==> config.mk <==
export PLATFORM = sky130hd
export DESIGN_NAME = shape_processor_mc
export DESIGN_NICKNAME = d
export VERILOG_FILES = /design/src/rtl/shape_processor_pkg.sv /design/src/rtl/shape_processor_mc_channel.sv /design/src/rtl/shape_processor_mc.sv
export SDC_FILE = /design/constraint.sdc
export NUM_CORES = 1
export LEC_CHECK = 0
export CAP_MARGIN = 20
export CORE_ASPECT_RATIO = 0.5
export CORE_MARGIN = 5
export CORE_UTILIZATION = 51
export DETAILED_ROUTE_END_ITERATION = 16
export MAX_ROUTING_LAYER = met4
export PLACE_DENSITY_LB_ADDON = 0.08
export RECOVER_POWER = 50
export SLEW_MARGIN = 20
export SYNTH_ARGS = -nofsm -noshare
export SYNTH_HDL_FRONTEND = slang
export SYNTH_SLANG_ARGS = --single-unit
==> constraint.sdc <==
create_clock -name clk -period 2.4 [get_ports clk]
set_input_delay 0.24 -clock clk [delete_from_list [all_inputs] [get_ports clk]]
set_output_delay 0.24 -clock clk [all_outputs]
set_load 0.02 [all_outputs]
==> src/rtl/shape_processor_pkg.sv <==
// Shared types, register map constants and legality rules for the
// multi-channel shape control block.
//   shape_t      : 2-bit shape code (one-hot when legal)
//   operation_t  : 5-bit operation code, class in [4:3], sub-op in [2:0]
package shape_processor_pkg;

    typedef logic [1:0] shape_t;
    typedef logic [4:0] operation_t;

    // Register select (address bit 0)
    localparam logic REG_CTRL   = 1'b0;
    localparam logic REG_STATUS = 1'b1;

    // Field positions
    localparam int SHAPE_LSB  = 16;
    localparam int OP_LSB     = 0;
    localparam int STICKY_BIT = 16;
    localparam int CLEAR_BIT  = 16;

    // Reset values and keep-current encodings
    localparam shape_t     SHAPE_RST = 2'b01;
    localparam operation_t OP_RST    = 5'b00000;
    localparam shape_t     SHAPE_KEEP = 2'b11;
    localparam operation_t OP_KEEP    = 5'b11111;

    function automatic logic is_legal_shape(input shape_t s);
        return (s == 2'b01) || (s == 2'b10);
    endfunction

    function automatic logic is_legal_operation(input operation_t op);
        logic ok;
        case (op[4:3])
            2'b00:   ok = (op[2:1] == 2'b00);
            2'b01:   ok = (op[2:0] == 3'b000);
            2'b10:   ok = (op[2:1] == 2'b00);
            default: ok = 1'b0;
        endcase
        return ok;
    endfunction

    // Class 00 works with any shape; other classes must match the shape code.
    function automatic logic is_legal_combination(input shape_t s, input operation_t op);
        return (op[4:3] == 2'b00) || (op[4:3] == s);
    endfunction

endpackage

==> src/rtl/shape_processor_mc_channel.sv <==
// One channel: CTRL (shape + operation), saturating rejected-write counter
// and sticky error flag.
//   ctrl_we_i     : CTRL write strobe for this channel
//   status_clr_i  : STATUS write with the clear bit set
//   shape_field_i : raw shape field of the write data
//   op_field_i    : raw operation field of the write data
//   reject_o      : combinational, CTRL write this cycle is illegal
//   shape_o / operation_o / count_o / sticky_o : current register values
module shape_channel
    import shape_processor_pkg::*;
#(
    parameter int CNT_W = 8
) (
    input  logic             clk,
    input  logic             rst_n,
    input  logic             ctrl_we_i,
    input  logic             status_clr_i,
    input  logic [1:0]       shape_field_i,
    input  logic [4:0]       op_field_i,
    output logic             reject_o,
    output logic [1:0]       shape_o,
    output logic [4:0]       operation_o,
    output logic [CNT_W-1:0] count_o,
    output logic             sticky_o
);

    shape_t           shape_q;
    operation_t       op_q;
    logic [CNT_W-1:0] count_q;
    logic             sticky_q;

    shape_t     cand_shape;
    operation_t cand_op;
    logic       cand_legal;

    // All-ones fields mean "keep current"; legality is judged on the merge.
    assign cand_shape = (shape_field_i == SHAPE_KEEP) ? shape_q : shape_field_i;
    assign cand_op    = (op_field_i == OP_KEEP) ? op_q : op_field_i;
    assign cand_legal = is_legal_shape(cand_shape) && is_legal_operation(cand_op)
                        && is_legal_combination(cand_shape, cand_op);
    assign reject_o   = ctrl_we_i && !cand_legal;

    always_ff @(posedge clk or negedge rst_n) begin
        if (!rst_n) begin
            shape_q  <= SHAPE_RST;
            op_q     <= OP_RST;
            count_q  <= '0;
            sticky_q <= 1'b0;
        end else begin
            if (ctrl_we_i && cand_legal) begin
                shape_q <= cand_shape;
                op_q    <= cand_op;
            end
            if (status_clr_i) begin
                count_q  <= '0;
                sticky_q <= 1'b0;
            end else if (reject_o) begin
                if (count_q != '1) count_q <= count_q + CNT_W'(1);
                sticky_q <= 1'b1;
            end
        end
    end

    assign shape_o     = shape_q;
    assign operation_o = op_q;
    assign count_o     = count_q;
    assign sticky_o    = sticky_q;

endmodule

==> src/rtl/shape_processor_mc.sv <==
// Multi-channel shape control register bank on the processor register bus.
// Address: bit 0 = register select (0 CTRL, 1 STATUS), upper bits = channel.
//   write / write_addr / write_data : write port, effective at the sampling edge
//   read / read_addr / read_data    : read port, read_data registered, held
//   error                           : one-cycle pulse for a rejected access
//   ctrl_shape / ctrl_operation     : per-channel current CTRL fields
module shape_processor_mc
    import shape_processor_pkg::*;
#(
    parameter int NUM_CHANNELS = 4,
    parameter int CNT_W        = 8,
    parameter int ADDR_W       = $clog2(NUM_CHANNELS) + 1
) (
    input  logic                      rst_n,
    input  logic                      clk,
    input  logic                      write,
    input  logic [ADDR_W-1:0]         write_addr,
    input  logic [31:0]               write_data,
    input  logic                      read,
    input  logic [ADDR_W-1:0]         read_addr,
    output logic [31:0]               read_data,
    output logic                      error,
    output logic [NUM_CHANNELS*2-1:0] ctrl_shape,
    output logic [NUM_CHANNELS*5-1:0] ctrl_operation
);

    logic [ADDR_W-1:0] wr_chan, rd_chan;
    logic              wr_oor, rd_oor;

    logic [NUM_CHANNELS-1:0]            reject;
    logic [NUM_CHANNELS-1:0][CNT_W-1:0] count;
    logic [NUM_CHANNELS-1:0]            sticky;

    logic [31:0] rd_word;
    logic [31:0] read_data_q;
    logic        error_d, error_q;

    assign wr_chan = write_addr >> 1;
    assign rd_chan = read_addr >> 1;
    assign wr_oor  = (wr_chan >= ADDR_W'(NUM_CHANNELS));
    assign rd_oor  = (rd_chan >= ADDR_W'(NUM_CHANNELS));

    for (genvar g = 0; g < NUM_CHANNELS; g++) begin : g_ch
        logic hit_w;
        assign hit_w = write && (wr_chan == ADDR_W'(g));

        shape_channel #(.CNT_W(CNT_W)) u_ch (
            .clk           (clk),
            .rst_n         (rst_n),
            .ctrl_we_i     (hit_w && (write_addr[0] == REG_CTRL)),
            .status_clr_i  (hit_w && (write_addr[0] == REG_STATUS) && write_data[CLEAR_BIT]),
            .shape_field_i (write_data[SHAPE_LSB+1:SHAPE_LSB]),
            .op_field_i    (write_data[OP_LSB+4:OP_LSB]),
            .reject_o      (reject[g]),
            .shape_o       (ctrl_shape[2*g +: 2]),
            .operation_o   (ctrl_operation[5*g +: 5]),
            .count_o       (count[g]),
            .sticky_o      (sticky[g])
        );
    end

    // Out-of-range channels match no iteration and read back as zero.
    always_comb begin
        rd_word = '0;
        for (int i = 0; i < NUM_CHANNELS; i++) begin
            if (rd_chan == ADDR_W'(i)) begin
                if (read_addr[0] == REG_STATUS) begin
                    rd_word[CNT_W-1:0]  = count[i];
                    rd_word[STICKY_BIT] = sticky[i];
                end else begin
                    rd_word[SHAPE_LSB +: 2] = ctrl_shape[2*i +: 2];
                    rd_word[OP_LSB +: 5]    = ctrl_operation[5*i +: 5];
                end
            end
        end
    end

    // One pulse even when a bad read and a bad write land together.
    assign error_d = (write && wr_oor) || (|reject) || (read && rd_oor);

    always_ff @(posedge clk or negedge rst_n) begin
        if (!rst_n) begin
            read_data_q <= '0;
            error_q     <= 1'b0;
        end else begin
            error_q <= error_d;
            if (read) read_data_q <= rd_word;
        end
    end

    assign read_data = read_data_q;
    assign error     = error_q;

    logic unused_wdata;
    assign unused_wdata = ^{write_data[31:18], write_data[15:5]};

endmodule
==> flow_summary.ini <==
[worst_setup_path]
setup.worst_path.class = in -> reg
end_kind = register
critPathRequiredTime_ps = 2660
critPathArrivalTime_ps = 2480
cp-start-kind = primary input
worst-path-max-fanout = 8

[sta]
setup_violations = 0
hold_viol_final = 0
worst_slack_ps = 175
fin_crit_sh = 0.927
drv_slew = 0
finalSetupTns_ps = 0
min_period_ps = 2220
holdWs_ps = 520
rsz0062_at_grt = false
clock.fmax_mhz = 449
clock_skew_ps = 8.30
tightest_slew_ps = 885
slew_headroom = 0.410

[finish]
fill_cells = 677
antenna_cells = 0
fin_area_um2 = 5560
stdcell_count = 661
fin_util = 0.677
multiInputGateArea_um2 = 2270
seq_area_um2 = 1880
drive_gt1_frac = 0.162
layout.nets = 590
area_growth_pct = 26.6

[routing]
drt_iter0_drc = 265
vias_per_cell = 5.85
drc_errors = 0
dr.pass1.iters = 5
vias = 3864
antenna_left = 0
wl_um = 12400
wl_per_cell_um = 18.7

[pwr]
power_frac_seq = 0.411
power_density_nw_per_um2 = 721
internal_power_mw = 2.80
pwr-share-clk = 0.379
irDropWorstVdd_mv = 0.372
p_switching_mw = 1.20
sw_frac_of_total = 0.300
p_leak_nw = 2.53
power_mw = 4.01
p_comb_frac = 0.210

[clock_tree]
cts_buffers = 9
insertion_delay_ps = 340
cts_tree = built
clockBufferDepth = 2
htreeDepth = 3
clock-sinks = 75
cts_root_buf = clkbuf_16
clkTransAtPathRegs_ps = 60
post_cts_buffers = 0

[hold_path]
hold_class = reg -> reg

[yosys]
yosysSeqAreaShare = 0.429
yosys_warnings = 0
synth_area_per_cell_um2 = 9.60
syn-instance-count = 457
synth.distinct_cells = 52
synth_seq_cells = 75
async_flop_share = 1.00
synth-main-ff-cell = dfrtp_1
synth-edff-count = 0
syn_area_um2 = 4390

[global_routing]
grt_max_degree = 43
overflow = 0
antenna_found_initial = 0
grt_pass1_wl_um = 20000
track_usage = 0.256
grt_pass1_vias = 3610

[floorplanning]
core_um2 = 8200
row_count = 23
die_h_um = 75.6
dieArea_um2 = 10700
start_util = 0.535
ios = 103
die-width_um = 141

[place]
io_buffers = 55
pre_cts_ws_ps = -167
place.gp.congestion = 0.894
dp_hpwl_um = 9360
dp.cells = 644
postPlaceCellArea_um2 = 5210

[run_status]
status = finished, final reports clean

[job]
cap_violations = 0
sequential cells by signal (all words and copies together) (netlist names):
name,count
error,1
g_ch.u_ch.count_o,32
g_ch.u_ch.operation_o,20
g_ch.u_ch.shape_o,8
g_ch.u_ch.sticky_o,4
read_data,10
power groups by stage:
stage,clock network (mW),registers (mW),logic [mW]
after floorplan,0,1.67,0.444
after global placement,0,1.66,0.835
after detailed placement,0,1.66,0.849
after CTS,1.54,1.64,0.856
after global routing,1.60,1.67,0.930
final,1.52,1.65,0.842
synth_stat cells (2+ instances only):
| library cell | count | share of area |
|---|---|---|
| a22oi_1 | 17 | 0.029 |
| buf_1 | 3 | 0.0026 |
| or3_1 | 4 | 0.0057 |
| a21bo_1 | 2 | 0.0046 |
| xnor2_1 | 2 | 0.0040 |
| a21boi_0 | 4 | 0.0068 |
| a31oi_1 | 2 | 0.0029 |
| o211ai_1 | 4 | 0.0068 |
| and3_1 | 15 | 0.021 |
| a21oi_1 | 28 | 0.032 |
| and2_1 | 10 | 0.014 |
| o22ai_1 | 2 | 0.0029 |
| dfrtp_1 | 71 | 0.41 |
| nand2b_1 | 13 | 0.019 |
| buf_4 | 22 | 0.038 |
| nand2_1 | 33 | 0.028 |
| o41ai_1 | 2 | 0.0040 |
| nor3_1 | 8 | 0.0091 |
| dfstp_2 | 4 | 0.024 |
| o31ai_1 | 10 | 0.017 |
| o22a_1 | 19 | 0.038 |
| buf_2 | 7 | 0.0080 |
| buf_6 | 3 | 0.0077 |
| nand4_1 | 8 | 0.011 |
| nor2_1 | 33 | 0.028 |
| mux2i_1 | 15 | 0.034 |
| or2_2 | 2 | 0.0029 |
| clkbuf_1 | 10 | 0.0086 |
| nand3_1 | 26 | 0.030 |
| nor2b_1 | 5 | 0.0071 |
| mux4_2 | 6 | 0.031 |
| nor3b_1 | 2 | 0.0034 |
| inv_1 | 10 | 0.0086 |
| a22o_1 | 6 | 0.012 |
| mux2_2 | 12 | 0.031 |
| or4_1 | 4 | 0.0068 |
| ha_1 | 4 | 0.011 |
| o21ai_0 | 11 | 0.013 |
| a211oi_1 | 5 | 0.0086 |
repair_timing:
action | 4_1_cts | 5_1_grt
hold endpoints to repair | 29 | 0
endpoints found under the setup margin | 0 | 6
hold buffers | 1 | 0
resized for setup | 0 | 3
layer usage:
| metal | wire length (um) | up-vias | global-route usage |
|---|---|---|---|
| met4 | 95 | 0 | 0.0591 |
| met2 | 5200 | 153 | 0.367 |
| met1 | 5980 | 1879 | 0.365 |
| met5 | 0 | - | - |
| met3 | 1110 | 8 | 0.0652 |
| li1 | - | 1824 | - |
placed cells by master, fill, tap and decap left out, types with 13 or more instances in the layout:
| cell | count |
|---|---|
| nor2_1 | 33 |
| nand3_1 | 26 |
| and3_1 | 15 |
| clkdlybuf4s50_1 | 35 |
| dlygate4sd3_1 | 20 |
| conb_1 | 22 |
| mux2i_1 | 15 |
| buf_4 | 43 |
| o22a_1 | 19 |
| a21oi_1 | 28 |
| nand2b_1 | 13 |
| a22oi_1 | 16 |
| dfrtp_1 | 71 |
| nand2_1 | 33 |
cell families (layout without fill, tap and decap cells):
family                   count (synthesis)  in the layout  share of synthesized area
other                                    1             22                   0.000855
multiplexers                            33             33                     0.0958
AND/OR/NAND/NOR                        168            168                      0.196
AO/OA/AOI/OAI                          119            119                      0.190
XOR/XNOR                                 2              2                    0.00399
buffers and inverters                   55            126                     0.0730
flip-flops                              75             75                      0.429
adder cells (fa/ha/maj)                  4              4                     0.0114
path summary, 6_finish.rpt:
check,endpoint,cells past startpoint,start,slack (ps)
max,g_ch[3].u_ch.count_o[4],7,write_data[4],180
min,read_data[7],2,read_data[7],520
max reg2reg,g_ch[3].u_ch.count_o[4],7,g_ch[3].u_ch.shape_o[0],300
min reg2reg,read_data[7],2,read_data[7],520
max in group asynchronous,g_ch[1].u_ch.count_o[2],3,rst_n,660
min in group asynchronous,g_ch[1].u_ch.shape_o[1],2,rst_n,550
final cells by class:
cell class / count / share of cell area
multi-input combinational: 348 / 0.409
sequential: 75 / 0.339
timing repair buffer: 100 / 0.159
clock buffer: 11 / 0.0455
tap: 112 / 0.0252
clock inverter: 5 / 0.0151
inverter: 10 / 0.00676
worst max-delay path, cell delays in order:
cell and delay (ps):
clkdlybuf4s50_1 520, and3_1 330, a22oi_1 400, o21ai_1 150, buf_4 180, or4_1 490
a21oi_1 160
Power figures use the tool's default switching activity.
